**src/rtl/ipm2l_hsstlp_rst_pkg.sv**
```systemverilog
// Shared definitions for the HSSTLP reset sequencers.
//   - state encodings of the lane reset scheduler (3 bits)
//   - counter width and fixed filter/hold lengths
//   - timer derivation from the free-running clock frequency (MHz), so
//     the PLL reset FSM and the lane scheduler use identical timings
package ipm2l_hsstlp_rst_pkg;

    localparam int CNTR_WIDTH = 16;

    localparam logic [2:0] ST_WAIT_PLL = 3'd0;
    localparam logic [2:0] ST_ARB      = 3'd1;
    localparam logic [2:0] ST_PD_REL   = 3'd2;
    localparam logic [2:0] ST_RST_HOLD = 3'd3;
    localparam logic [2:0] ST_WAIT_RDY = 3'd4;
    localparam logic [2:0] ST_REINIT   = 3'd5;

    localparam logic [3:0]            LOCK_FILT = 4'd8;
    localparam logic [CNTR_WIDTH-1:0] T_REINIT  = 16'd16;

    // Power-down hold: 2 x 1 us.
    function automatic logic [CNTR_WIDTH-1:0] t_pd_cycles(input int freq);
        return CNTR_WIDTH'(2 * freq);
    endfunction

    // Reset pulse: 2 x 0.5 us.
    function automatic logic [CNTR_WIDTH-1:0] t_rst_cycles(input int freq);
        return CNTR_WIDTH'(2 * (freq / 2));
    endfunction

    // Lane ready timeout: 2 x 50 us.
    function automatic logic [CNTR_WIDTH-1:0] t_to_cycles(input int freq);
        return CNTR_WIDTH'(2 * (50 * freq));
    endfunction

endpackage

```
**src/rtl/ipm2l_hsstlp_rr_arb.sv**
```systemverilog
// Combinational round-robin pick.
//   req  : request bits, one per lane
//   ptr  : lane with highest priority this pick
//   gnt  : index of the first set request at or after ptr (wrapping at N)
//   vld  : any request set
module ipm2l_hsstlp_rr_arb #(
    parameter int N     = 4,
    parameter int IDX_W = 2
) (
    input  logic [N-1:0]     req,
    input  logic [IDX_W-1:0] ptr,
    output logic [IDX_W-1:0] gnt,
    output logic             vld
);

    logic [2*N-1:0] dbl;
    logic [IDX_W:0] sum;

    always_comb begin
        gnt = '0;
        vld = 1'b0;
        sum = '0;
        // Rotate so that bit 0 is the lane at ptr, then a plain priority pick.
        dbl = {req, req} >> ptr;
        for (int i = 0; i < N; i++) begin
            if (!vld && dbl[i]) begin
                vld = 1'b1;
                sum = {1'b0, ptr} + (IDX_W+1)'(i);
                if (sum >= (IDX_W+1)'(N))
                    sum = sum - (IDX_W+1)'(N);
                gnt = sum[IDX_W-1:0];
            end
        end
    end

endmodule

```
**src/rtl/ipm2l_hsstlp_lane_rst_sched.sv**
```systemverilog
// Lane power-up/reset scheduler for a quad sharing one PLL.
// Waits for the PLL reset FSM, then sequences one lane at a time
// (round-robin): power-down release, reset release, wait for ready.
// A filtered lock loss (or i_pll_done dropping) restarts the PLL FSM
// and re-sequences every lane.
//   clk, rst_n       : free-running clock, async active-low reset
//   i_pll_done       : PLL reset FSM done
//   pll_lock         : raw PLL lock
//   i_lane_req       : per-lane reset request (level, sampled in ARB)
//   i_lane_ready     : per-lane ready from HSST
//   o_pll_fsm_rst_n  : active-low reset to the PLL reset FSM
//   P_LANE_PD        : lane power-down (1 = powered down)
//   P_LANE_RST       : lane reset (1 = in reset)
//   o_lane_done      : lane sequenced and ready
//   o_lane_err       : sticky ready-timeout flag
module ipm2l_hsstlp_lane_rst_sched
    import ipm2l_hsstlp_rst_pkg::*;
#(
    parameter int FREE_CLOCK_FREQ = 100,
    parameter int LANE_NUM        = 4
) (
    input  logic                clk,
    input  logic                rst_n,
    input  logic                i_pll_done,
    input  logic                pll_lock,
    input  logic [LANE_NUM-1:0] i_lane_req,
    input  logic [LANE_NUM-1:0] i_lane_ready,
    output logic                o_pll_fsm_rst_n,
    output logic [LANE_NUM-1:0] P_LANE_PD,
    output logic [LANE_NUM-1:0] P_LANE_RST,
    output logic [LANE_NUM-1:0] o_lane_done,
    output logic [LANE_NUM-1:0] o_lane_err
);

    localparam int IDX_W = (LANE_NUM > 1) ? $clog2(LANE_NUM) : 1;
    localparam logic [CNTR_WIDTH-1:0] T_PD  = t_pd_cycles(FREE_CLOCK_FREQ);
    localparam logic [CNTR_WIDTH-1:0] T_RST = t_rst_cycles(FREE_CLOCK_FREQ);
    localparam logic [CNTR_WIDTH-1:0] T_TO  = t_to_cycles(FREE_CLOCK_FREQ);

    logic [2:0]            state;
    logic [CNTR_WIDTH-1:0] cnt;
    logic [3:0]            filt;
    logic [LANE_NUM-1:0]   pend;
    logic [LANE_NUM-1:0]   lane_oh;   // lane currently being sequenced
    logic [LANE_NUM-1:0]   req_all;
    logic [LANE_NUM-1:0]   gnt_oh;
    logic [IDX_W-1:0]      ptr;
    logic [IDX_W-1:0]      gnt;
    logic [IDX_W-1:0]      ptr_nxt;
    logic                  gnt_vld;
    logic                  mon;
    logic                  lock_lost;

    assign req_all = pend | i_lane_req;
    assign gnt_oh  = LANE_NUM'(1) << gnt;
    assign ptr_nxt = (gnt == IDX_W'(LANE_NUM - 1)) ? '0 : gnt + IDX_W'(1);

    // Lock supervision only once the PLL FSM has finished and is not
    // being restarted; done dropping is treated exactly like lock loss.
    assign mon       = (state != ST_WAIT_PLL) && (state != ST_REINIT);
    assign lock_lost = mon && ((filt == LOCK_FILT) || !i_pll_done);

    ipm2l_hsstlp_rr_arb #(.N(LANE_NUM), .IDX_W(IDX_W)) u_arb (
        .req (req_all),
        .ptr (ptr),
        .gnt (gnt),
        .vld (gnt_vld)
    );

    always_ff @(posedge clk or negedge rst_n) begin
        if (!rst_n) begin
            state           <= ST_WAIT_PLL;
            cnt             <= '0;
            filt            <= '0;
            pend            <= '1;
            lane_oh         <= '0;
            ptr             <= '0;
            o_pll_fsm_rst_n <= 1'b1;
            P_LANE_PD       <= '1;
            P_LANE_RST      <= '1;
            o_lane_done     <= '0;
            o_lane_err      <= '0;
        end else begin
            // Consecutive lock-low cycles; saturates at the threshold.
            if (!mon || pll_lock)
                filt <= '0;
            else if (i_pll_done && filt != LOCK_FILT)
                filt <= filt + 4'd1;

            if (lock_lost) begin
                // In-flight lane is abandoned; no error is flagged.
                state           <= ST_REINIT;
                cnt             <= '0;
                o_pll_fsm_rst_n <= 1'b0;
                P_LANE_PD       <= '1;
                P_LANE_RST      <= '1;
                o_lane_done     <= '0;
                pend            <= '1;
            end else begin
                case (state)
                    ST_WAIT_PLL: begin
                        if (i_pll_done) begin
                            state <= ST_ARB;
                            cnt   <= '0;
                        end
                    end
                    ST_ARB: begin
                        if (gnt_vld) begin
                            pend        <= req_all & ~gnt_oh;
                            o_lane_done <= o_lane_done & ~gnt_oh;
                            P_LANE_PD   <= P_LANE_PD | gnt_oh;
                            P_LANE_RST  <= P_LANE_RST | gnt_oh;
                            lane_oh     <= gnt_oh;
                            ptr         <= ptr_nxt;
                            state       <= ST_PD_REL;
                            cnt         <= '0;
                        end else begin
                            pend <= req_all;
                        end
                    end
                    ST_PD_REL: begin
                        // Counts 0..T_PD: release lands T_PD+1 cycles after grant.
                        if (cnt == T_PD) begin
                            P_LANE_PD <= P_LANE_PD & ~lane_oh;
                            state     <= ST_RST_HOLD;
                            cnt       <= '0;
                        end else begin
                            cnt <= cnt + 1'b1;
                        end
                    end
                    ST_RST_HOLD: begin
                        if (cnt == T_RST - 1'b1) begin
                            P_LANE_RST <= P_LANE_RST & ~lane_oh;
                            state      <= ST_WAIT_RDY;
                            cnt        <= '0;
                        end else begin
                            cnt <= cnt + 1'b1;
                        end
                    end
                    ST_WAIT_RDY: begin
                        if (|(i_lane_ready & lane_oh)) begin
                            o_lane_done <= o_lane_done | lane_oh;
                            state       <= ST_ARB;
                            cnt         <= '0;
                        end else if (cnt == T_TO - 1'b1) begin
                            o_lane_err <= o_lane_err | lane_oh;
                            pend       <= pend | lane_oh;
                            state      <= ST_ARB;
                            cnt        <= '0;
                        end else begin
                            cnt <= cnt + 1'b1;
                        end
                    end
                    ST_REINIT: begin
                        if (cnt == T_REINIT - 1'b1) begin
                            o_pll_fsm_rst_n <= 1'b1;
                            state           <= ST_WAIT_PLL;
                            cnt             <= '0;
                        end else begin
                            cnt <= cnt + 1'b1;
                        end
                    end
                    default: begin
                        state <= ST_WAIT_PLL;
                        cnt   <= '0;
                    end
                endcase
            end
        end
    end

endmodule

```
**config.mk**
```make
export PLATFORM = sky130hd
export DESIGN_NAME = ipm2l_hsstlp_lane_rst_sched
export DESIGN_NICKNAME = d
export VERILOG_FILES = /design/src/rtl/ipm2l_hsstlp_rst_pkg.sv /design/src/rtl/ipm2l_hsstlp_rr_arb.sv /design/src/rtl/ipm2l_hsstlp_lane_rst_sched.sv
export SDC_FILE = /design/constraint.sdc
export NUM_CORES = 1
export LEC_CHECK = 0
export CAP_MARGIN = 20
export CORE_UTILIZATION = 59
export CTS_CLUSTER_DIAMETER = 40
export DETAILED_ROUTE_END_ITERATION = 16
export PLACE_DENSITY = 0.82
export SYNTH_ARGS = -nofsm -noshare
export SYNTH_HDL_FRONTEND = slang
export SYNTH_SLANG_ARGS = --single-unit
```
**constraint.sdc**
```tcl
create_clock -name clk -period 3.4 [get_ports clk]
set_input_delay 1.02 -clock clk [delete_from_list [all_inputs] [get_ports clk]]
set_output_delay 1.02 -clock clk [all_outputs]
set_load 0.02 [all_outputs]
```
==> out/summary.md <==
The flow ran to the end, and the final reports show no timing, DRC or antenna violations. The run gives 363 as the layout filler cell count. In this run the cell area of the synthesized design comes to 2878 sq um. The worst hold path terminates at o_lane_err[2]$_DFFE_PN0P_. The half-perimeter wire length after placement was 4657 microns; the worst hold path depth was 1. Setup violations remaining at the end of the flow were counted as 0. Counting the buffers created by CTS gives 5. Once placement finished, the instance area stood at 3241 sq um. Fraction of the mapped netlist area in compound gates: 0.1726. TritonCTS built the clock tree.

The tools report the number of max-slew violations in the final report as 0. Counting distinct cell types in the post-synthesis netlist gives 60. The per-instance average area after synthesis was 9.657 sq um; the gate count of the mapped netlist was 298.

The logs give 0.4404 for the share of the yosys chip area belonging to registers and 3015 microns for the detailed-route wire length on metal 1. The antenna diode count was 0. The final cell utilization of the core is 0.7094, and the xor-xnor portion of the synthesized cell area is 0.04565. The number of nets with antenna violations after routing is 0. For this design the top-level I/O count stands at 29. The area share of fa/ha/maj cells after synthesis was 0.03478. The final estimated routing congestion in global placement came out at 0.9222.

After global routing the overflow that remains totals 0. The period utilization was 0.9145; the initial antenna violation count was 0. In this run the most critical hold path is launched from o_lane_err[2]$_DFFE_PN0P_. The number of clock sinks is 50, and the number of flops mapped to enable cells by yosys is 0.

Once placement completed, the tool counted placed cells totaling 390. The nature of the critical path endpoint is a flop. The total setup buffers inserted after CTS was 0; the largest fanout of any net on the critical path was 4. The total global routing track utilization is 0.2752. In the post-synthesis netlist, the biggest area contributors are sky130_fd_sc_hd__dfrtp_1 (32%), sky130_fd_sc_hd__dfstp_2 (12%), sky130_fd_sc_hd__nor2_1 (4.4%), sky130_fd_sc_hd__a21oi_1 (4.0%), sky130_fd_sc_hd__xor2_1 (3.7%). Register-to-register setup slack: 590 ps.

The pin count of the biggest net entering global routing was 47. Using the TritonRoute via totals, the vias-per-cell ratio works out to 5.982. Worst slew margin relative to its limit: 0.4510. The path type of the worst min-delay path is flop to flop. The number of iterations in the first detailed-routing pass came out at 7. The highest metal layer carrying signal wires in the routed design is met4.

When the netlist entered floorplanning its net count stood at 318. The minimum clock period came out at 3109 ps. The run gives 0.3433 mV as the worst IR drop on VDD. The tools report the start of the worst register-to-register path as cnt[0]$_DFFE_PN0P_. The run gives 4723 sq um as the core box area. In this run, the number of DRC markers left after iteration 0 of detailed routing was 234. For the worst flop-to-flop path, the logic depth is 7.

The die is 71.84 microns wide. In the routed design, unresolved DRC markers number 0. The biggest area consumer among synthesized cells was sky130_fd_sc_hd__dfrtp_1. Yosys printed 0 warnings. For the wire length on met2, the log shows 3043 microns.

For this design the static power due to leakage is 1.415 nW. The floorplan has 25 rows. The insertion delay to the later sink of the worst-skew pair is 310 ps, and the final worst clock skew is 15.26 ps.

Data arrives at the worst endpoint at 3330 ps. The run gives 0 as the number of failing hold endpoints at the final stage. Async set-reset flop share out of synthesis: 1.000.

Number of vias after detailed routing: 2387. Across the run, the number of max-cap violations was 0. The run gives 0.6093 as the starting density of the core. The commonest cells after synthesis are sky130_fd_sc_hd__dfrtp_1 (37), sky130_fd_sc_hd__nor2_1 (34), sky130_fd_sc_hd__a21oi_1 (23). The area share of the largest cell type after synthesis works out to 0.3217.

The tree is rooted in a sky130_fd_sc_hd__clkbuf_8. The finished layout holds 399 standard cells, fillers aside. For this run, the post-layout net count is 351. At the worst endpoint, the required time is 3620 ps. The H-tree was split into 2 levels. Input and output buffers added on the ports amount to 28.

For the final routed wirelength across all metal layers, the log shows 6513 microns. The path type of the worst setup path was input port to flop. At the pin with the least slew margin, the transition time is 816.0 ps. The first global-routing pass estimated 10900 microns of wire. Flip-flop cell with the highest count after synthesis: sky130_fd_sc_hd__dfrtp_1. The via count of the first global-routing pass came out at 2248.

The power density relative to cell area is 640.3 nW/um^2, and the hold-fix buffer count after cts is 0. Counting flops and latches in the post-synthesis netlist gives 50. Relative to the synthesized area, the layout overhead comes to 16.43%.

By area, the combinational part of the netlist is dominated by simple AND/OR/NAND/NOR gates. After clock tree synthesis, the clock-pin slew on the worst setup and hold paths is 90 ps. Post-synthesis simple-gate area fraction: 0.2170. Setup repair after global routing left no endpoint under its margin. The floorplan step set the die height to 71.84 microns. By instance count, the leading cell after synthesis is sky130_fd_sc_hd__dfrtp_1.

The multiplexer share of the synthesized area came out at 0.05174. Summing all non-filler instances in the final layout gives an area of 3351 sq um. The fraction of layout instances using a drive strength above 1 is 0.1536. Summed over all nets, wire length on met3 after detailed routing comes to 364 microns.

Average routed wire per standard cell: 16.32 microns. The tools report the critical path launch point type as an input port. The die covers 5161 sq um. The maximum count of clock buffers along a single path is 2, and the maximum achievable frequency is 321.6 MHz.

The tools report the count of instances resized after the clock tree is built as 0. The reg-to-reg endpoint was lane_oh[3]$_DFFE_PN0P_.
[area by class of cell]
class	count	area (sq um)	area share
multi-input combinational	224	1501	0.4481
clock inverter	3	21.27	0.006348
clock buffer	5	68.82	0.02054
sequential	50	1267	0.3783
timing repair buffer	38	362.8	0.1083
inverter	12	45.04	0.01344
tap	67	83.83	0.02502
[critical path, stage by stage]
cell	delay (ps)
sky130_fd_sc_hd__clkdlybuf4s50_1	450
sky130_fd_sc_hd__or2_2	340
sky130_fd_sc_hd__o21ai_0	160
sky130_fd_sc_hd__o21ai_0	110
sky130_fd_sc_hd__a21oi_1	270
sky130_fd_sc_hd__inv_1	100
sky130_fd_sc_hd__ha_1	250
sky130_fd_sc_hd__a21oi_1	140
sky130_fd_sc_hd__a21oi_1	50
sky130_fd_sc_hd__o221a_2	290
sky130_fd_sc_hd__a2bb2oi_1	140
[metal layers]
layer	vias up	track usage
met5	-	0
li1	1139	-
met3	12	0.04923
met1	1155	0.3993
met2	81	0.4245
met4	0	0.08061
[cell usage in the layout, fill, tap and decap left out, types with 8 or more instances in the layout]
master | netlist | layout
sky130_fd_sc_hd__a21oi_1 | 23 | 23
sky130_fd_sc_hd__buf_4 | 1 | 9
sky130_fd_sc_hd__clkdlybuf4s50_1 | 0 | 27
sky130_fd_sc_hd__dfrtp_1 | 37 | 37
sky130_fd_sc_hd__dfstp_2 | 13 | 13
sky130_fd_sc_hd__ha_1 | 8 | 8
sky130_fd_sc_hd__inv_1 | 12 | 12
sky130_fd_sc_hd__nand2_1 | 22 | 22
sky130_fd_sc_hd__nand3_1 | 8 | 8
sky130_fd_sc_hd__nand4_1 | 13 | 13
sky130_fd_sc_hd__nor2_1 | 34 | 34
sky130_fd_sc_hd__o21ai_0 | 9 | 9
sky130_fd_sc_hd__xor2_1 | 12 | 12
[flip-flops by register name, summed over array words and instances, names as in the netlist, 2 cells and up]
register	count
P_LANE_PD	4
pend	4
filt	4
ptr	2
P_LANE_RST	4
o_lane_err	4
cnt	16
o_lane_done	4
lane_oh	4
state	3
[power by group]
group	switching [W]	total [W]	internal (W)
registers	0.000166	0.000867	0.000702
clock network	0.000204	0.000349	0.000145
logic	0.000524	0.000929	0.000405
[cell families (layout without fill, tap and decap cells)]
| kind of cell | after synthesis | in the layout |
|---|---|---|
| buffers and inverters | 24 | 58 |
| and+or+nand+nor | 116 | 116 |
| DFF | 50 | 50 |
| AOI/OAI and AO/OA | 71 | 71 |
| xor gates and xnor gates | 15 | 15 |
| muxes | 14 | 14 |
| adders and majority gates | 8 | 8 |
[through the flow]
| step | setup WS (ps) | hold slack, ps | setup TNS, ps | total power [W] |
|---|---|---|---|---|
| after floorplan | 478.9 | 477.9 | 0 | 0.001500 |
| after detailed placement | -8.838 | 443.8 | -14.70 | 0.001783 |
| after global placement | 156.6 | 440.0 | 0 | 0.001765 |
| after CTS | 316.4 | 465.1 | 0 | 0.002141 |
| after global routing | 128.4 | 477.0 | 0 | 0.002300 |
| final | 290.7 | 464.9 | 0 | 0.002145 |
[worst max-delay path by stage]
stage                       start                          to  slack, ps  cells past startpoint
finish              i_lane_req[1]    P_LANE_PD[1]$_DFFE_PN1P_        290                     11
global route        i_lane_req[1]    P_LANE_PD[1]$_DFFE_PN1P_        130                     11
CTS                 i_lane_req[1]    P_LANE_PD[1]$_DFFE_PN1P_        320                     11
detailed placement  i_lane_req[1]    P_LANE_PD[1]$_DFFE_PN1P_         -9                     11
global placement    i_lane_req[1]   P_LANE_RST[0]$_DFFE_PN1P_        160                     11
floorplan           i_lane_req[1]  o_lane_done[3]$_DFFE_PN0P_        480                      7
Note: power is estimated with default switching activity, not from simulation.
